### src/rtl/spi_frame_rx_if.sv
// Serial pins and decoded frame/word stream of spi_frame_rx.
// The master modport is the host/bench side; the slave modport is the receiver.
interface spi_frame_rx_if #(
  parameter int LEN_W  = 8,
  parameter int WORD_W = 32,
  parameter int ID_W   = 8
);
  logic              CS_n;
  logic [3:0]        mosi;
  logic              miso;
  logic              busy;
  logic              frame_start;
  logic [3:0]        frame_op;
  logic [LEN_W-1:0]  frame_len;
  logic              word_valid;
  logic [WORD_W-1:0] word_data;
  logic [LEN_W-1:0]  word_idx;
  logic              word_last;
  logic              frame_end;
  logic [3:0]        frame_status;
  logic [ID_W-1:0]   frame_seq;

  modport master (
    output CS_n, mosi,
    input  miso, busy, frame_start, frame_op, frame_len, word_valid, word_data,
           word_idx, word_last, frame_end, frame_status, frame_seq
  );

  modport slave (
    input  CS_n, mosi,
    output miso, busy, frame_start, frame_op, frame_len, word_valid, word_data,
           word_idx, word_last, frame_end, frame_status, frame_seq
  );
endinterface

### src/rtl/spi_frame_rx.sv
// SPI/QSPI command-frame receiver: opcode, word count, payload words, status/sequence response on miso.
// Defining SPI_FRAME_CRC_EN adds a CRC-8 (poly 0x07) trailer after the payload.
module spi_frame_rx #(
  parameter int          LANES     = 4,
  parameter int          LEN_W     = 8,
  parameter int          WORD_W    = 32,
  parameter int          MAX_WORDS = 255,
  parameter int          ID_W      = 8,
  parameter int          TURN_CYC  = 2,
  parameter int          GUARD_CYC = 8,
  parameter logic [15:0] OP_MASK   = 16'h001E
) (
  input  logic          sck,
  input  logic          rst,
  spi_frame_rx_if.slave bus
);
  localparam int OP_BEATS   = 4 / LANES;
  localparam int LEN_BEATS  = LEN_W / LANES;
  localparam int WORD_BEATS = WORD_W / LANES;
  localparam int RESP_W     = 4 + ID_W;
  localparam int CNT_W      = $clog2(WORD_W + RESP_W + TURN_CYC + 1);
  localparam int GRD_W      = $clog2(GUARD_CYC + 1);

  localparam logic [3:0] ST_OK = 4'd0, ST_BAD_OP = 4'd1, ST_BAD_LEN = 4'd2,
                         ST_CRC_ERR = 4'd3, ST_ABORT = 4'd4;

  typedef enum logic [2:0] {
    S_IDLE    = 3'd0,
    S_OPC     = 3'd1,
    S_LEN     = 3'd2,
    S_PAYLOAD = 3'd3,
`ifdef SPI_FRAME_CRC_EN
    S_CRC     = 3'd4,
`endif
    S_TURN    = 3'd5,
    S_RESP    = 3'd6,
    S_DONE    = 3'd7
  } state_t;

  state_t              state, state_nx, field;
  logic [GRD_W-1:0]    guard, guard_nx;
  logic [WORD_W-1:0]   sh, sh_nx, sh_in;
  logic [CNT_W-1:0]    cnt, cnt_nx, cnt_in;
  logic [LEN_W-1:0]    wcnt, wcnt_nx;
  logic [3:0]          op_hold, op_nx;
  logic [RESP_W-1:0]   resp_sh, resp_nx;
  logic [ID_W-1:0]     seq_cnt, seq_nx;
  logic [LANES-1:0]    beat;
  logic                miso_r, miso_nx, busy_r, busy_nx, start_r, start_nx;
  logic                wvld_r, wvld_nx, wlast_r, wlast_nx, fend_r, fend_nx;
  logic [3:0]          fop_r, fop_nx, fstat_r, fstat_nx, end_st;
  logic [LEN_W-1:0]    flen_r, flen_nx, widx_r, widx_nx;
  logic [WORD_W-1:0]   wdat_r, wdat_nx;
  logic [ID_W-1:0]     fseq_r, fseq_nx;
  logic                take, end_now, to_resp, to_turn, to_tail;

`ifdef SPI_FRAME_CRC_EN
  localparam int CRC_BEATS = 8 / LANES;
  logic [7:0] crc, crc_nx;

  function automatic logic [7:0] crc_step(input logic [7:0] c, input logic [LANES-1:0] b);
    logic [7:0] r;
    r = c;
    for (int i = LANES - 1; i >= 0; i--) r = {r[6:0], 1'b0} ^ ((r[7] ^ b[i]) ? 8'h07 : 8'h00);
    return r;
  endfunction
`endif

  // The first opcode beat is sampled by the IDLE edge that accepts the frame.
  assign beat   = bus.mosi[LANES-1:0];
  assign field  = (state == S_IDLE) ? S_OPC : state;
  assign sh_in  = (state == S_IDLE) ? WORD_W'(beat) : {sh[WORD_W-LANES-1:0], beat};
  assign cnt_in = (state == S_IDLE) ? CNT_W'(1) : cnt + 1'b1;

  always_comb begin
    state_nx = state;   guard_nx = guard;   sh_nx = sh;       cnt_nx = cnt;
    wcnt_nx  = wcnt;    op_nx    = op_hold; resp_nx = resp_sh; seq_nx = seq_cnt;
    miso_nx  = 1'b0;    start_nx = 1'b0;    wvld_nx = 1'b0;   fend_nx = 1'b0;
    fop_nx   = fop_r;   flen_nx  = flen_r;  wdat_nx = wdat_r; widx_nx = widx_r;
    wlast_nx = wlast_r; fstat_nx = fstat_r; fseq_nx = fseq_r;
    take = 1'b0; end_now = 1'b0; end_st = ST_OK; to_resp = 1'b0; to_turn = 1'b0; to_tail = 1'b0;
`ifdef SPI_FRAME_CRC_EN
    crc_nx = crc;
`endif

    case (state)
      S_IDLE: begin
        if (bus.CS_n) begin
          if (guard != GRD_W'(GUARD_CYC)) guard_nx = guard + 1'b1;
        end else begin
          guard_nx = '0;
          take     = (guard == GRD_W'(GUARD_CYC));
        end
      end
      S_TURN: begin
        if (bus.CS_n) state_nx = S_IDLE;
        else if (cnt == CNT_W'(TURN_CYC - 1)) to_resp = 1'b1;
        else cnt_nx = cnt + 1'b1;
      end
      S_RESP: begin
        if (bus.CS_n) state_nx = S_IDLE;
        else if (cnt == CNT_W'(RESP_W - 1)) state_nx = S_DONE;
        else begin
          cnt_nx  = cnt + 1'b1;
          resp_nx = {resp_sh[RESP_W-2:0], 1'b0};
          miso_nx = resp_sh[RESP_W-2];
        end
      end
      S_DONE: if (bus.CS_n) state_nx = S_IDLE;
      default: begin
        if (bus.CS_n) begin
          end_now  = 1'b1;
          end_st   = ST_ABORT;
          state_nx = S_IDLE;
        end else begin
          take = 1'b1;
        end
      end
    endcase

    if (take) begin
      sh_nx  = sh_in;
      cnt_nx = cnt_in;
`ifdef SPI_FRAME_CRC_EN
      if (field != S_CRC) crc_nx = crc_step((state == S_IDLE) ? 8'h00 : crc, beat);
`endif
      case (field)
        S_OPC: begin
          state_nx = S_OPC;
          if (cnt_in == CNT_W'(OP_BEATS)) begin
            cnt_nx = '0;
            op_nx  = sh_in[3:0];
            if (!OP_MASK[sh_in[3:0]]) begin
              end_now = 1'b1; end_st = ST_BAD_OP; to_resp = 1'b1;
            end else begin
              state_nx = S_LEN;
            end
          end
        end
        S_LEN: begin
          if (cnt_in == CNT_W'(LEN_BEATS)) begin
            cnt_nx = '0;
            if (int'(sh_in[LEN_W-1:0]) > MAX_WORDS) begin
              end_now = 1'b1; end_st = ST_BAD_LEN; to_resp = 1'b1;
            end else begin
              start_nx = 1'b1;
              fop_nx   = op_hold;
              flen_nx  = sh_in[LEN_W-1:0];
              wcnt_nx  = '0;
              if (sh_in[LEN_W-1:0] == '0) to_tail = 1'b1;
              else state_nx = S_PAYLOAD;
            end
          end
        end
        S_PAYLOAD: begin
          if (cnt_in == CNT_W'(WORD_BEATS)) begin
            cnt_nx   = '0;
            wvld_nx  = 1'b1;
            wdat_nx  = sh_in;
            widx_nx  = wcnt;
            wlast_nx = (wcnt == flen_r - 1'b1);
            wcnt_nx  = wcnt + 1'b1;
            to_tail  = (wcnt == flen_r - 1'b1);
          end
        end
`ifdef SPI_FRAME_CRC_EN
        S_CRC: begin
          if (cnt_in == CNT_W'(CRC_BEATS)) begin
            end_now = 1'b1;
            end_st  = (sh_in[7:0] == crc) ? ST_OK : ST_CRC_ERR;
            to_turn = 1'b1;
          end
        end
`endif
        default: ;
      endcase
    end

    if (to_tail) begin
`ifdef SPI_FRAME_CRC_EN
      state_nx = S_CRC;
      cnt_nx   = '0;
`else
      end_now = 1'b1; end_st = ST_OK; to_turn = 1'b1;
`endif
    end

    // Only OK frames advance the sequence; others report the unchanged count.
    if (end_now) begin
      fend_nx  = 1'b1;
      fstat_nx = end_st;
      fseq_nx  = (end_st == ST_OK) ? seq_cnt + 1'b1 : seq_cnt;
      seq_nx   = fseq_nx;
    end
    if (to_turn) begin
      state_nx = S_TURN;
      cnt_nx   = '0;
    end
    if (to_resp) begin
      state_nx = S_RESP;
      cnt_nx   = '0;
      resp_nx  = {fstat_nx, fseq_nx};
      miso_nx  = fstat_nx[3];
    end
    busy_nx = (state_nx != S_IDLE);
  end

  always_ff @(posedge sck) begin
    if (rst) begin
      state <= S_IDLE;  guard <= '0;   sh <= '0;     cnt <= '0;    wcnt <= '0;
      op_hold <= '0;    resp_sh <= '0; seq_cnt <= '0;
      miso_r <= 1'b0;   busy_r <= 1'b0; start_r <= 1'b0; wvld_r <= 1'b0;
      wlast_r <= 1'b0;  fend_r <= 1'b0; fop_r <= '0;    fstat_r <= '0;
      flen_r <= '0;     widx_r <= '0;   wdat_r <= '0;   fseq_r <= '0;
    end else begin
      state <= state_nx;  guard <= guard_nx;  sh <= sh_nx;      cnt <= cnt_nx;  wcnt <= wcnt_nx;
      op_hold <= op_nx;   resp_sh <= resp_nx; seq_cnt <= seq_nx;
      miso_r <= miso_nx;  busy_r <= busy_nx;  start_r <= start_nx; wvld_r <= wvld_nx;
      wlast_r <= wlast_nx; fend_r <= fend_nx; fop_r <= fop_nx;   fstat_r <= fstat_nx;
      flen_r <= flen_nx;  widx_r <= widx_nx;  wdat_r <= wdat_nx; fseq_r <= fseq_nx;
    end
  end

`ifdef SPI_FRAME_CRC_EN
  always_ff @(posedge sck) begin
    if (rst) crc <= '0;
    else     crc <= crc_nx;
  end
`endif

  assign bus.miso         = miso_r;
  assign bus.busy         = busy_r;
  assign bus.frame_start  = start_r;
  assign bus.frame_op     = fop_r;
  assign bus.frame_len    = flen_r;
  assign bus.word_valid   = wvld_r;
  assign bus.word_data    = wdat_r;
  assign bus.word_idx     = widx_r;
  assign bus.word_last    = wlast_r;
  assign bus.frame_end    = fend_r;
  assign bus.frame_status = fstat_r;
  assign bus.frame_seq    = fseq_r;
endmodule

### src/flat_wrapper.sv
// flat-port wrapper written by rule: the top's interface ports become plain ports
module spi_frame_rx_flat 
#(
  parameter int          LANES     = 4,
  parameter int          LEN_W     = 8,
  parameter int          WORD_W    = 32,
  parameter int          MAX_WORDS = 255,
  parameter int          ID_W      = 8,
  parameter int          TURN_CYC  = 2,
  parameter int          GUARD_CYC = 8,
  parameter logic [15:0] OP_MASK   = 16'h001E
)
  (sck, rst, bus_CS_n, bus_mosi, bus_miso, bus_busy, bus_frame_start, bus_frame_op, bus_frame_len, bus_word_valid, bus_word_data, bus_word_idx, bus_word_last, bus_frame_end, bus_frame_status, bus_frame_seq);
  spi_frame_rx_if #(.LEN_W(LEN_W), .WORD_W(WORD_W), .ID_W(ID_W)) bus_i ();
  input  logic sck;
  input  logic rst;
  input wire logic [$bits(bus_i.CS_n)-1:0] bus_CS_n;
  input wire logic [$bits(bus_i.mosi)-1:0] bus_mosi;
  output wire logic [$bits(bus_i.miso)-1:0] bus_miso;
  output wire logic [$bits(bus_i.busy)-1:0] bus_busy;
  output wire logic [$bits(bus_i.frame_start)-1:0] bus_frame_start;
  output wire logic [$bits(bus_i.frame_op)-1:0] bus_frame_op;
  output wire logic [$bits(bus_i.frame_len)-1:0] bus_frame_len;
  output wire logic [$bits(bus_i.word_valid)-1:0] bus_word_valid;
  output wire logic [$bits(bus_i.word_data)-1:0] bus_word_data;
  output wire logic [$bits(bus_i.word_idx)-1:0] bus_word_idx;
  output wire logic [$bits(bus_i.word_last)-1:0] bus_word_last;
  output wire logic [$bits(bus_i.frame_end)-1:0] bus_frame_end;
  output wire logic [$bits(bus_i.frame_status)-1:0] bus_frame_status;
  output wire logic [$bits(bus_i.frame_seq)-1:0] bus_frame_seq;
  assign bus_i.CS_n = bus_CS_n;
  assign bus_i.mosi = bus_mosi;
  assign bus_miso = bus_i.miso;
  assign bus_busy = bus_i.busy;
  assign bus_frame_start = bus_i.frame_start;
  assign bus_frame_op = bus_i.frame_op;
  assign bus_frame_len = bus_i.frame_len;
  assign bus_word_valid = bus_i.word_valid;
  assign bus_word_data = bus_i.word_data;
  assign bus_word_idx = bus_i.word_idx;
  assign bus_word_last = bus_i.word_last;
  assign bus_frame_end = bus_i.frame_end;
  assign bus_frame_status = bus_i.frame_status;
  assign bus_frame_seq = bus_i.frame_seq;
  spi_frame_rx #(.LANES(LANES), .LEN_W(LEN_W), .WORD_W(WORD_W), .MAX_WORDS(MAX_WORDS), .ID_W(ID_W), .TURN_CYC(TURN_CYC), .GUARD_CYC(GUARD_CYC), .OP_MASK(OP_MASK)) u_core (.sck(sck), .rst(rst), .bus(bus_i));
endmodule
### config.mk
export PLATFORM = sky130hd
export DESIGN_NAME = spi_frame_rx_flat
export DESIGN_NICKNAME = d
export VERILOG_FILES = /design/src/rtl/spi_frame_rx_if.sv /design/src/rtl/spi_frame_rx.sv /design/src/flat_wrapper.sv
export SDC_FILE = /design/constraint.sdc
export NUM_CORES = 1
export LEC_CHECK = 0
export CAP_MARGIN = 20
export CORE_UTILIZATION = 50
export DETAILED_ROUTE_END_ITERATION = 12
export GPL_ROUTABILITY_DRIVEN = 0
export GPL_TIMING_DRIVEN = 0
export PLACE_DENSITY = 0.77
export SYNTH_ARGS = -nofsm -noshare
export SYNTH_HDL_FRONTEND = slang
export SYNTH_SLANG_ARGS = --single-unit
export TNS_END_PERCENT = 30
### constraint.sdc
create_clock -name sck -period 2.25 [get_ports sck]
set_input_delay 0.675 -clock sck [delete_from_list [all_inputs] [get_ports sck]]
set_output_delay 0.675 -clock sck [all_outputs]
set_load 0.03 [all_outputs]
==> results.cfg <==
[timing]
max_freq_ghz = 0.395
relSlewSlack_pct = 58.2
hold_viol = 0
final_max_slew_viol_count = 0
fin_skew_ns = 0.00776
finalCritPeriodShare_pct = 113
fin_crit_ns = 2.53
worst_pin_slew_ns = 0.626
setup_ws_ns = -0.285
rsz0062_at_grt = true
setup_tns_ns = -6.11
holdWs_ns = 0.454
setup_violations = 40

[critical_path]
slowest_stage = a2111oi_0
cp_top_family = compound AO/OA/AOI/OAI gates
path_buf_inv = 4
rrSetupSlack_ns = -0.28
critPathLaunchType = register
crit_type = reg2reg
worstPathRequired_ns = 2.54
cp_data_arrival_time_ns = 2.83
critPathMaxFanout = 10
slowest_delay_ns = 0.41
critPathMostFrequentCell = buf_4
crit_chain = buf_4 > nor4_4 > buf_4 > a2111oi_0 > a31oi_1 > a311oi_4 > buf_12 > a21oi_4 > buf_6 > o21ai_0 > a21oi_2
critPathCaptureType = register

[yosys]
synth-seq-area-share_pct = 46.4
synthTopCellsByArea = dfxtp_1 46%, nand2_1 7.7%, a21oi_1 7.1%, nor2_1 4.3%, nand3_1 3.5%
synth_most_common_cell = dfxtp_1
synth_edf_count = 0
synth_top_area_share_pct = 46.4
synthFlopType = dfxtp_1
synth_top_area_cell = dfxtp_1
syn_area_sq_um = 6130
ys_types = 61
avgSynthCellArea_sq_um = 8.28
synthArstFlopShare_pct = 0
synth_cells = 740
synth.yosys.warnings = 0
synth.net_count = 754
ys_ff_latch = 142
synthTopCellsByCount = 142 x dfxtp_1, 125 x nand2_1, 87 x a21oi_1, 71 x nor2_1, 43 x nand3_1

[global_route]
antenna_found_initial = 0
grt_pass1_vias = 5741
grt_first_pass_wirelength_mm = 27.6
grt_max_degree = 17
overflow = 0
grtUsageTotal_pct = 27.9

[final_layout]
fin_area_sq_um = 8590
fill_cells = 850
area.sequential_sq_um = 2860
syn_to_final_growth_pct = 40.2
drive_above_1_share_pct = 21.0
nets = 881
n_antenna_cell = 0
multi_input_area_sq_um = 3460

[status]
status = complete, but fails checks
violations = setup timing

[placement]
place_area_sq_um = 7110
dp_hpwl_mm = 11.8
port_buffers = 75

[hold_path]
hold_class = reg2reg

[cts]
cts_buffers = 17
cts_tree = built
insertion_delay_ns = 0.43
cts_root_buf = clkbuf_16
path_clk_slew_ns = 0.06
htreeDepth = 4
cts_max_path_buffers = 2
cts_hold_buf = 0
cts.sinks = 142

[routing]
ant_nets = 0
wire_per_inst_microns = 17.8
vias = 6084
viasPerCell = 5.92
wl_mm = 18.3
dr.pass1.iters = 5
drcViolationCount = 0
drt_iter0_drc = 491

[floorplanning]
die_h_microns = 113
io_pins = 77
rows = 40
die_w_microns = 113
core_area_sq_um = 12000
initial_utilization_pct = 51.2
dieArea_sq_um = 12700

[pwr]
peakVddDrop_mv = 0.563
total_power_mw = 5.39
power_density_nw_per_um2 = 627
p_leak_nw = 3.20

[run]
maxCapViolations = 0
per-layer routing:
layer / share of wire (%) / vias to the layer above / wire length (microns) / global-route usage, %
met4: 3.7 / 0 / 675 / 15.2
met5: 0 / - / 0 / 0
met1: 42 / 2934 / 7700 / 34.9
met3: 6.1 / 58 / 1110 / 5.14
li1: - / 2841 / - / -
met2: 48 / 251 / 8840 / 45.6
sequential cells by signal, indices dropped and copies added (netlist names), 8 cells and up:
name                  flops
u_core.resp_sh           11
u_core.bus.frame_len      8
u_core.bus.word_data     32
u_core.sh                28
u_core.seq_cnt            8
u_core.wcnt               8
u_core.bus.frame_seq      8
u_core.bus.word_idx       8
area by class of cell:
type / count / share of cell area, %
sequential: 142 / 33.3
clock inverter: 13 / 1.63
buffer: 48 / 3.86
inverter: 17 / 0.772
tap: 147 / 2.14
clock buffer: 19 / 5.15
timing repair buffer: 108 / 12.8
multi-input combinational: 533 / 40.3
cells by family (layout without fill, tap and decap cells):
family                   Yosys count  in the layout  share of synthesized area [%]
AO/OA/AOI/OAI                    176            176                           18.4
XOR/XNOR                          24             24                           3.43
adder cells (fa/ha/maj)            7              7                           1.43
buffers and inverters             65            205                           4.19
flip-flops                       142            142                           46.4
multiplexers                      16             16                           2.70
AND/OR/NAND/NOR                  310            310                           23.5
path summary, 6_finish.rpt:
check,end,cells past startpoint,startpoint
setup / recovery,u_core.seq_cnt[5]$_SDFFE_PP0N_,11,u_core.bus.frame_len[0]$_SDFFE_PP0P_
hold / removal,u_core.bus.word_data[5]$_SDFFE_PP0P_,2,u_core.bus.word_data[5]$_SDFFE_PP0P_
setup reg to reg,u_core.seq_cnt[5]$_SDFFE_PP0N_,11,u_core.bus.frame_len[0]$_SDFFE_PP0P_
hold reg to reg,u_core.bus.word_data[5]$_SDFFE_PP0P_,2,u_core.bus.word_data[5]$_SDFFE_PP0P_
tightest hold or removal path: cells and delay by family, from the launching register on:
| family | cells | cell delay [ns] |
|---|---|---|
| flip-flops | 1 | 0.31 |
| AND/OR/NAND/NOR | 1 | 0.05 |
| AO/OA/AOI/OAI | 1 | 0.05 |
metrics by stage:
step,std cells,setup WS [ns],utilization [%]
after floorplan,740,-0.180,-
after global placement,962,-0.921,59.5
after detailed placement,962,-0.933,59.5
after CTS,1010,-0.305,67.0
after global routing,1027,-0.397,71.9
final,1027,-0.285,71.9
placed cells by master, fill, tap and decap left out, types with 5 or more instances in the layout:
| cell type | instances |
|---|---|
| a211oi_1 | 5 |
| a21oi_1 | 72 |
| a21oi_2 | 15 |
| a22oi_1 | 24 |
| a31o_2 | 5 |
| a31oi_1 | 7 |
| and3_1 | 6 |
| buf_12 | 5 |
| buf_4 | 27 |
| buf_6 | 7 |
| buf_8 | 8 |
| clkbuf_1 | 23 |
| clkbuf_16 | 18 |
| clkdlybuf4s50_1 | 62 |
| dfxtp_1 | 133 |
| dfxtp_2 | 5 |
| dlygate4sd2_1 | 6 |
| dlymetal6s2s_1 | 7 |
| inv_1 | 14 |
| mux2i_1 | 7 |
| mux2i_4 | 5 |
| nand2_1 | 117 |
| nand2_2 | 7 |
| nand2b_1 | 7 |
| nand3_1 | 41 |
| nand4_1 | 9 |
| nor2_1 | 65 |
| nor2b_1 | 5 |
| nor3_1 | 8 |
| o21ai_0 | 8 |
| or3_1 | 6 |
| xnor2_1 | 11 |
| xor2_1 | 10 |
power breakdown:
group          internal [mW]  switching [mW]
Combinational         0.0243          0.0814
Sequential              2.51         0.00206
Clock                   1.66            1.10
repair_timing:
item,in CTS,in global routing
pin swaps,6,47
resized for setup,59,129
gates cloned,0,1
endpoints found under the setup margin,126,117
buffers inserted,16,16
(Power assumes the default switching activity.)
